<file path="src/rtl/xor_parity_sched_pkg.sv">
// rtl/xor_parity_sched_pkg.sv - state codes shared by the parity scheduler files
package xor_parity_sched_pkg;

    // Two-bit state encoding; code 3 is unused and recovers to S_IDLE
    typedef enum logic [1:0] {
        S_IDLE = 2'd0,
        S_RUN  = 2'd1,
        S_DONE = 2'd2
    } state_t;

endpackage

</file>
<file path="src/rtl/rr_arb2.sv">
// rtl/rr_arb2.sv - combinational two-way round-robin pick
module rr_arb2 (
    input  logic req0,
    input  logic req1,
    input  logic last_gnt,
    output logic win_valid,
    output logic win_idx
);

    // A lone request wins outright; on a tie the requester not served last wins
    always_comb begin
        win_valid = req0 | req1;
        if (req0 && req1) begin
            win_idx = ~last_gnt;
        end else begin
            win_idx = req1;
        end
    end

endmodule

</file>
<file path="src/rtl/xorGate_st.sv">
// rtl/xorGate_st.sv - structural 2-input XOR cell, the single shared XOR resource
module xorGate_st (
    input  logic a,
    input  logic b,
    output logic y
);

    xor u_xor (y, a, b);

endmodule

</file>
<file path="src/rtl/xor_parity_sched.sv">
// rtl/xor_parity_sched.sv - serial parity engine sharing one XOR cell between two requesters
module xor_parity_sched
    import xor_parity_sched_pkg::*;
#(
    parameter int WIDTH = 8,
    parameter int CNT_W = 3
) (
    input  logic             clk,
    input  logic             rst,
    input  logic             req0,
    input  logic [WIDTH-1:0] data0,
    input  logic             req1,
    input  logic [WIDTH-1:0] data1,
    output logic             gnt0,
    output logic             gnt1,
    output logic             busy,
    output logic             done,
    output logic             parity,
    output logic             owner
);

    state_t           state;
    state_t           state_next;
    logic [WIDTH-1:0] sr;
    logic [CNT_W-1:0] cnt;
    logic             acc;
    logic             acc_next;
    logic             last_gnt;
    logic             win_valid;
    logic             win_idx;
    logic             last_bit;

    rr_arb2 u_arb (
        .req0      (req0),
        .req1      (req1),
        .last_gnt  (last_gnt),
        .win_valid (win_valid),
        .win_idx   (win_idx)
    );

    // Every accumulated bit passes through this one cell
    xorGate_st u_xor (
        .a (acc),
        .b (sr[0]),
        .y (acc_next)
    );

    assign last_bit = (cnt == CNT_W'(WIDTH - 1));

    // State register; reset abandons any word in flight
    always_ff @(posedge clk) begin
        if (rst) begin
            state <= S_IDLE;
        end else begin
            state <= state_next;
        end
    end

    // Next-state: arbitrate in IDLE, shift WIDTH bits in RUN, one-cycle DONE
    always_comb begin
        state_next = S_IDLE;
        case (state)
            S_IDLE:  state_next = win_valid ? S_RUN : S_IDLE;
            S_RUN:   state_next = last_bit ? S_DONE : S_RUN;
            S_DONE:  state_next = S_IDLE;
            default: state_next = S_IDLE;
        endcase
    end

    // Status outputs decoded from state
    always_comb begin
        busy = (state == S_RUN) || (state == S_DONE);
        done = (state == S_DONE);
    end

    // Datapath: latch the winner's word, then fold one bit per cycle into acc
    always_ff @(posedge clk) begin
        if (rst) begin
            sr       <= '0;
            cnt      <= '0;
            acc      <= 1'b0;
            parity   <= 1'b0;
            owner    <= 1'b0;
            last_gnt <= 1'b1;
            gnt0     <= 1'b0;
            gnt1     <= 1'b0;
        end else begin
            gnt0 <= 1'b0;
            gnt1 <= 1'b0;
            if (state == S_IDLE && win_valid) begin
                sr       <= win_idx ? data1 : data0;
                acc      <= 1'b0;
                cnt      <= '0;
                owner    <= win_idx;
                last_gnt <= win_idx;
                gnt0     <= ~win_idx;
                gnt1     <= win_idx;
            end else if (state == S_RUN) begin
                acc <= acc_next;
                sr  <= sr >> 1;
                cnt <= cnt + 1'b1;
                if (last_bit) begin
                    parity <= acc_next;
                end
            end
        end
    end

endmodule

</file>
<file path="config.mk">
export PLATFORM = sky130hd
export DESIGN_NAME = xor_parity_sched
export DESIGN_NICKNAME = d
export VERILOG_FILES = /design/src/rtl/xor_parity_sched_pkg.sv /design/src/rtl/rr_arb2.sv /design/src/rtl/xorGate_st.sv /design/src/rtl/xor_parity_sched.sv
export SDC_FILE = /design/constraint.sdc
export NUM_CORES = 1
export LEC_CHECK = 0
export CAP_MARGIN = 20
export CELL_PAD_IN_SITES_DETAIL_PLACEMENT = 1
export CELL_PAD_IN_SITES_GLOBAL_PLACEMENT = 1
export CORE_MARGIN = 2
export CORE_UTILIZATION = 37
export DETAILED_ROUTE_END_ITERATION = 12
export PLACE_DENSITY_LB_ADDON = 0.15
export SLEW_MARGIN = 20
export SYNTH_ARGS = -nofsm -noshare
export SYNTH_HDL_FRONTEND = slang
export SYNTH_SLANG_ARGS = --single-unit
</file>
<file path="constraint.sdc">
create_clock -name clk -period 2.5 [get_ports clk]
set_input_delay 0.5 -clock clk [delete_from_list [all_inputs] [get_ports clk]]
set_output_delay 0.5 -clock clk [all_outputs]
set_load 0.02 [all_outputs]
</file>
==> results of run 1 <==
## stage by stage
stage	worst slack [ns]	instance area [sq um]	cells	power, uW
finish	0.419	1240	160	657
global route	0.354	1240	160	697
CTS	0.393	1240	160	668
detailed placement	0.390	1210	156	502
global placement	0.498	1210	156	496
floorplan	1.17	946	106	438
## flip-flops by register name, indices dropped and copies added, names as in the netlist
| name | count |
|---|---|
| sr | 8 |
| cnt | 3 |
| state | 2 |
| acc | 1 |
| gnt0 | 1 |
| gnt1 | 1 |
| last_gnt | 1 |
| owner | 1 |
| parity | 1 |
## worst reg2reg max path, cell delays in order, from the launching register on
cell	delay, ns
dfxtp_1	0.35
inv_1	0.06
ha_1	0.23
buf_4	0.22
o21ai_2	0.18
o21ai_0	0.17
a311oi_1	0.27
## worst max-delay path by stage
stage | endpoint | cells past startpoint | start | slack (ns)
2_1_floorplan | parity | 7 | state[0] | 1.17
3_3_place_gp | sr[3] | 4 | req0 | 0.50
3_5_place_dp | sr[1] | 4 | req0 | 0.39
4_1_cts | busy | 3 | state[1] | 0.39
5_1_grt | busy | 3 | state[1] | 0.35
6_report | busy | 3 | state[1] | 0.42
## final cells by class
class	count	share of cell area [%]
clock buffers	3	1.82
clock inverters	1	0.404
inverters	7	2.12
multi-input cells	72	39.8
flip-flops and latches	19	30.7
well taps	30	3.03
repair buffers	28	22.0
## synth_stat cells, types with 2 or more instances
| master | n |
|---|---|
| nor2_1 | 3 |
| ha_1 | 5 |
| nor3_1 | 11 |
| xor2_1 | 2 |
| dfxtp_1 | 19 |
| a311oi_1 | 6 |
| nand3_1 | 5 |
| nand2b_1 | 3 |
| o21ai_0 | 5 |
| inv_1 | 7 |
| nand4_1 | 5 |
| nand2_1 | 6 |
| a21oi_1 | 2 |
| buf_2 | 4 |
| mux2i_1 | 2 |
## cells by family after synthesis
family                   Yosys count  synth area share, %
AND/OR/NAND/NOR                   38                 21.3
AO/OA/AOI/OAI                     24                 19.3
flip-flops                        19                 40.2
buffers and inverters             15                 7.67
adder cells (fa/ha/maj)            5                 6.61
XOR/XNOR                           3                 2.78
multiplexers                       2                 2.12
## cells in the final DEF, fill, tap and decap left out, drive strengths merged, types with 2 or more instances in the layout
cell / Yosys / routed
clkdlybuf4s50: 0 / 25
dfxtp: 19 / 19
nor3: 11 / 11
inv: 7 / 7
nand2: 6 / 6
a311oi: 6 / 6
o21ai: 6 / 6
nand4: 5 / 5
nand3: 5 / 5
ha: 5 / 5
nand2b: 3 / 3
nor2: 3 / 3
clkbuf: 1 / 3
buf: 7 / 3
mux2i: 2 / 2
xor2: 2 / 2
a21oi: 2 / 2
## per-layer routing
layer | GRT usage, % | routed length, um | vias to the layer above | share of wire [%]
li1 | - | - | 437 | -
met1 | 23.2 | 1130 | 421 | 46
met2 | 31.1 | 1180 | 20 | 49
met3 | 2.73 | 95 | 4 | 3.9
met4 | 7.50 | 28 | 0 | 1.1
met5 | 0 | 0 | - | 0
## power groups by stage
stage	Combinational (uW)	Sequential, uW	Clock (uW)
2_1_floorplan	93.4	345	0
6_report	158	338	162
3_3_place_gp	153	343	0
4_1_cts	159	337	171
5_1_grt	174	341	183
3_5_place_dp	158	344	0
==> key figures, run 1 <==
Logic synthesis
  • Post-Syn Area: 946 sq um
  • Post-Syn Instances: 106
  • Register area share after synthesis: 40.2%
  • Post-synthesis async set-or-reset flop share: 0%
  • Number of synthesized flops with an enable pin: 0
  • Mapped Avg Cell Area: 8.92 sq um
  • Main synth FF type: dfxtp_1
  • Cell taking the most area after synthesis: dfxtp_1
  • Syn_nets: 131
  • Synth area leaders: dfxtp_1, ha_1, nor3_1
  • Yosys cell types: 36
  • Synth warn: 0
  • Top cell type's share of synthesized area: 40.2%
  • #FFs+latches synth: 19

Clock tree
  • Clk_lat worst skew: 0.30 ns
  • Hold-fix buffers, CTS: 0
  • Post-CTS Resized: 0
  • Max H-tree Level: 1
  • Clk sinks: 19
  • Clk slew on worst S/H paths: 0.11 ns
  • Setup bufs post-CTS: 0
  • CTS tree: done
  • Clock root buffer: clkbuf_4
  • Total CTS buffers: 3
  • Max Buffers Root-to-Sink: 2

Floorplanning
  • # IOs: 26
  • Core area: 2450 sq um
  • Starting Density: 38.5%
  • Die Y: 54.6 um
  • Die W: 54.6 um
  • Cell Rows: 18
  • Die area: 2980 sq um

Setup path
  • Setup crit end kind: primary output
  • Worst path max stage delay: 0.59 ns
  • R2R Setup Slk: 0.94 ns
  • FF-to-FF path depth: 6
  • Crit-path cells: inv_1 > ha_1 > clkdlybuf4s50_1
  • Sum of buffers and inverters on the critical path: 2
  • Critical Path Fanout Max: 2
  • CP top delay family: buffers and inverters
  • Kind of critical path: reg2out
  • Reg-to-reg startpoint: state[0]
  • Worst path required time: 2.00 ns
  • Slowest cell on the critical path: clkdlybuf4s50_1
  • R2R Path End: sr[2]
  • CP Data Arrival Time: 1.58 ns
  • CP startpoint kind: register

STA
  • Final Cycle Share: 83.2%
  • Final setup viols: 0
  • Fin crit period: 2.08 ns
  • Clk_skew: 0.00263 ns
  • RSZ-0062 raised after global routing: false
  • Final Slew Violations: 0
  • Setup TNS: 0 ns
  • Worst-margin pin slew: 0.681 ns
  • Hold WS: 0.488 ns
  • Fin. Hold Viols: 0
  • Slew headroom: 54.5%
  • Maximum clock frequency: 481 MHz

Detailed routing
  • Avg Vias per Cell: 5.51
  • DRT Pass-1 Iters: 4
  • 1st-iter DRT viols: 9
  • Antenna Nets Post-Route: 0
  • DR WL/cell: 15.2 um
  • Wirelength, routed: 2440 um
  • Via Count: 882
  • DRC Markers: 0

Place
  • Port-buffer cells: 25
  • Post-detail-place hpwl: 1730 um
  • Placer Congestion: 0.783

Final layout
  • N_diodes: 0
  • Area of the multi-input gates: 493 sq um
  • Share of cells above drive strength 1: 7.69%
  • Register area: 380 sq um
  • Number of fill cells: 292
  • Layout Nets: 156
  • P&R area growth vs syn: 30.8%
  • Post-Route Utilization: 50.4%

Job
  • Max-cap violations: 0

Pwr
  • P_leak: 0.000468 uW
  • Clock power share: 24.7%
  • Switching portion of total power: 29.9%
  • VDD IR-drop max: 0.242 mV
  • Pwr/cell area: 531 nW/um^2
  • P_int: 461 uW
  • Seq pwr share: 51.4%
  • Sw power: 196 uW
  • Comb pwr share: 24.0%

Worst hold path
  • Hold Path Class: reg2reg
  • Hold endpoint: sr[7]
  • Min-delay src: sr[7]
  • Hold Path Stages: 2

Run status
  • Status: finished, final reports clean

Global route
  • Total gr overflow: 0
  • Overall routing resource usage: 18.4%
  • Initial antenna violation count: 0
  • Vias in the first global route: 844
  • First-pass GRT wire length: 3920 um
  • Largest net degree at the start of global routing: 20
No activity file was read; power rests on OpenSTA's default activity.
==> inputs of run 2 (changes only) <==
Settings changed: CORE_ASPECT_RATIO set to 0.5, CORE_UTILIZATION 37 to 31.
Clock period 2.5 ns to 1.9 ns, I/O delays scaled along.
==> key figures, run 2 (synthesized netlist as in run 1, its figures left out) <==
Pwr
  • P_leak: 0.000511 uW (+9.3%)
  • Switching portion of total power: 28.2% (-1.7 points)
  • Sw power: 271 uW (+38%)
  • VDD IR-drop max: 0.316 mV (+30%)
  • Pwr/cell area: 724 nW/um^2 (+36%)
  • Comb pwr share: 23.5% (-0.5 points)
  • Seq pwr share: 46.3% (-5.1 points)
  • P_int: 689 uW (+50%)
  • Clock power share: 30.2% (+5.5 points)

Clock tree
  • Setup bufs post-CTS: 0 (unchanged)
  • Clock root buffer: clkbuf_8
  • Post-CTS Resized: 1 (+1)
  • Clk_lat worst skew: 0.26 ns (-0.04 ns)
  • Total CTS buffers: 3 (unchanged)
  • CTS tree: done
  • Max H-tree Level: 1 (unchanged)
  • Clk sinks: 19 (unchanged)
  • Max Buffers Root-to-Sink: 2 (unchanged)
  • Clk slew on worst S/H paths: 0.08 ns (-0.03 ns)
  • Hold-fix buffers, CTS: 0 (unchanged)

Floorplanning
  • Starting Density: 32.0% (-6.6 points)
  • Cell Rows: 14 (-4)
  • Die W: 82.1 um (+51%)
  • Die area: 3540 sq um (+19%)
  • Die Y: 43.1 um (-21%)
  • # IOs: 26 (unchanged)
  • Core area: 2960 sq um (+21%)

Setup path
  • Critical Path Fanout Max: 2 (unchanged)
  • Kind of critical path: reg2out
  • CP Data Arrival Time: 1.40 ns (-0.18 ns)
  • Worst path required time: 1.52 ns (-0.48 ns)
  • Setup crit end kind: primary output
  • CP startpoint kind: register
  • Reg-to-reg startpoint: state[0]
  • Critical Path Start: state[0]

STA
  • Final Slew Violations: 0 (unchanged)
  • Slew headroom: 68.9% (+14 points)
  • Fin crit period: 1.78 ns
  • Final setup viols: 0 (unchanged)
  • RSZ-0062 raised after global routing: false
  • Fin. Hold Viols: 0 (unchanged)
  • Clk_skew: 0.00211 ns (-0.000522 ns)
  • Maximum clock frequency: 563 MHz
  • Setup TNS: 0 ns (unchanged)
  • Worst-margin pin slew: 0.465 ns (-0.216 ns)
  • Final Cycle Share: 93.5%

Detailed routing
  • DRC Markers: 0 (unchanged)
  • Wirelength, routed: 2470 um (+1.4%)
  • Antenna Nets Post-Route: 0 (unchanged)
  • Via Count: 896 (+1.6%)
  • DR WL/cell: 14.0 um (-7.9%)
  • DRT Pass-1 Iters: 4 (unchanged)
  • 1st-iter DRT viols: 30 (+21)
  • Avg Vias per Cell: 5.09 (-7.6%)

Job
  • Max-cap violations: 0 (unchanged)

Worst hold path
  • Hold Path Class: reg2reg
  • Min-delay src: sr[7]

Final layout
  • N_diodes: 0 (unchanged)
  • Leading cell type in the layout, fill and taps excluded: clkdlybuf4s50_1
  • P&R area growth vs syn: 40.1%
  • Biggest regs: sr x8, cnt x3, state x2
  • Share of cells above drive strength 1: 11.8% (+4.1 points)
  • Layout Nets: 162 (+3.8%)
  • Most frequent cells in the layout: clkdlybuf4s50_1, dfxtp_1, nor3_1
  • Max reg flops: 8 (unchanged)
  • Largest reg by FF count: sr
  • Post-Route Utilization: 44.8% (-5.6 points)

Global route
  • Largest net degree at the start of global routing: 14 (-30%)
  • Vias in the first global route: 920 (+9.0%)
  • Initial antenna violation count: 0 (unchanged)
  • Overall routing resource usage: 16.3% (-2.1 points)
  • First-pass GRT wire length: 4310 um (+9.8%)
  • Total gr overflow: 0 (unchanged)

Place
  • Port-buffer cells: 25 (unchanged)
  • Placer Congestion: 0.766 (-2.2%)
  • Post-detail-place hpwl: 1840 um (+6.2%)

Run status
  • Status: finished, final reports clean
[run 2: changes by cell type in the layout (fill, tap and decap cells not counted)]
cell             delta
dlygate4sd2_1       +1
clkbuf_4            -3
buf_4               +5
buf_12              +1
clkbuf_8            +3
clkdlybuf4s50_1     -1
[run 2: worst paths after layout]
check	endpoint	slack, ns	cells after the start
max	done	0.12	3
min	sr[7]	0.48	2
max reg2reg	sr[4]	0.38	6
min reg2reg	sr[7]	0.48	2
[run 2: worst max-delay path, stage by stage (launching register included)]
cell and delay [ns]:
dfxtp_1 0.32, inv_1 0.09, ha_1 0.14, clkdlybuf4s50_1 0.59
[run 2: cell type report]
class / count / area (sq um)
well taps: 40 / 50.0
multi-input cells: 72 / 493
flip-flops and latches: 19 / 380
inverters: 7 / 26.3
clock inverters: 1 / 5.00
repair buffers: 34 / 329
clock buffers: 3 / 41.3
fillers: 354 / 1640
[run 2: per-stage QoR]
step                area, sq um  instances  setup slack [ns]  power (uW)  hold slack (ns)
floorplan                   946        106             0.573         577            0.448
global placement           1280        172             0.121         677            0.463
detailed placement         1280        172            0.0633         680            0.474
CTS                        1330        176            0.0980         975            0.493
global route               1330        176            0.0242        1020            0.517
finish                     1330        176             0.124         960            0.482
[run 2: power groups by stage]
stage	Combinational [uW]	Sequential, uW	Clock, uW
6_report	225	444	290
5_1_grt	252	448	320
4_1_cts	228	444	304
3_5_place_dp	227	453	0
3_3_place_gp	225	452	0
2_1_floorplan	123	454	0
[run 2: routing by layer]
layer | up-vias | wire length (um) | track usage (%)
li1 | 449 | - | -
met1 | 427 | 1250 | 21.8
met2 | 20 | 1130 | 24.7
met3 | 0 | 85 | 5.53
met4 | 0 | 0 | 4.67
met5 | - | 0 | 0
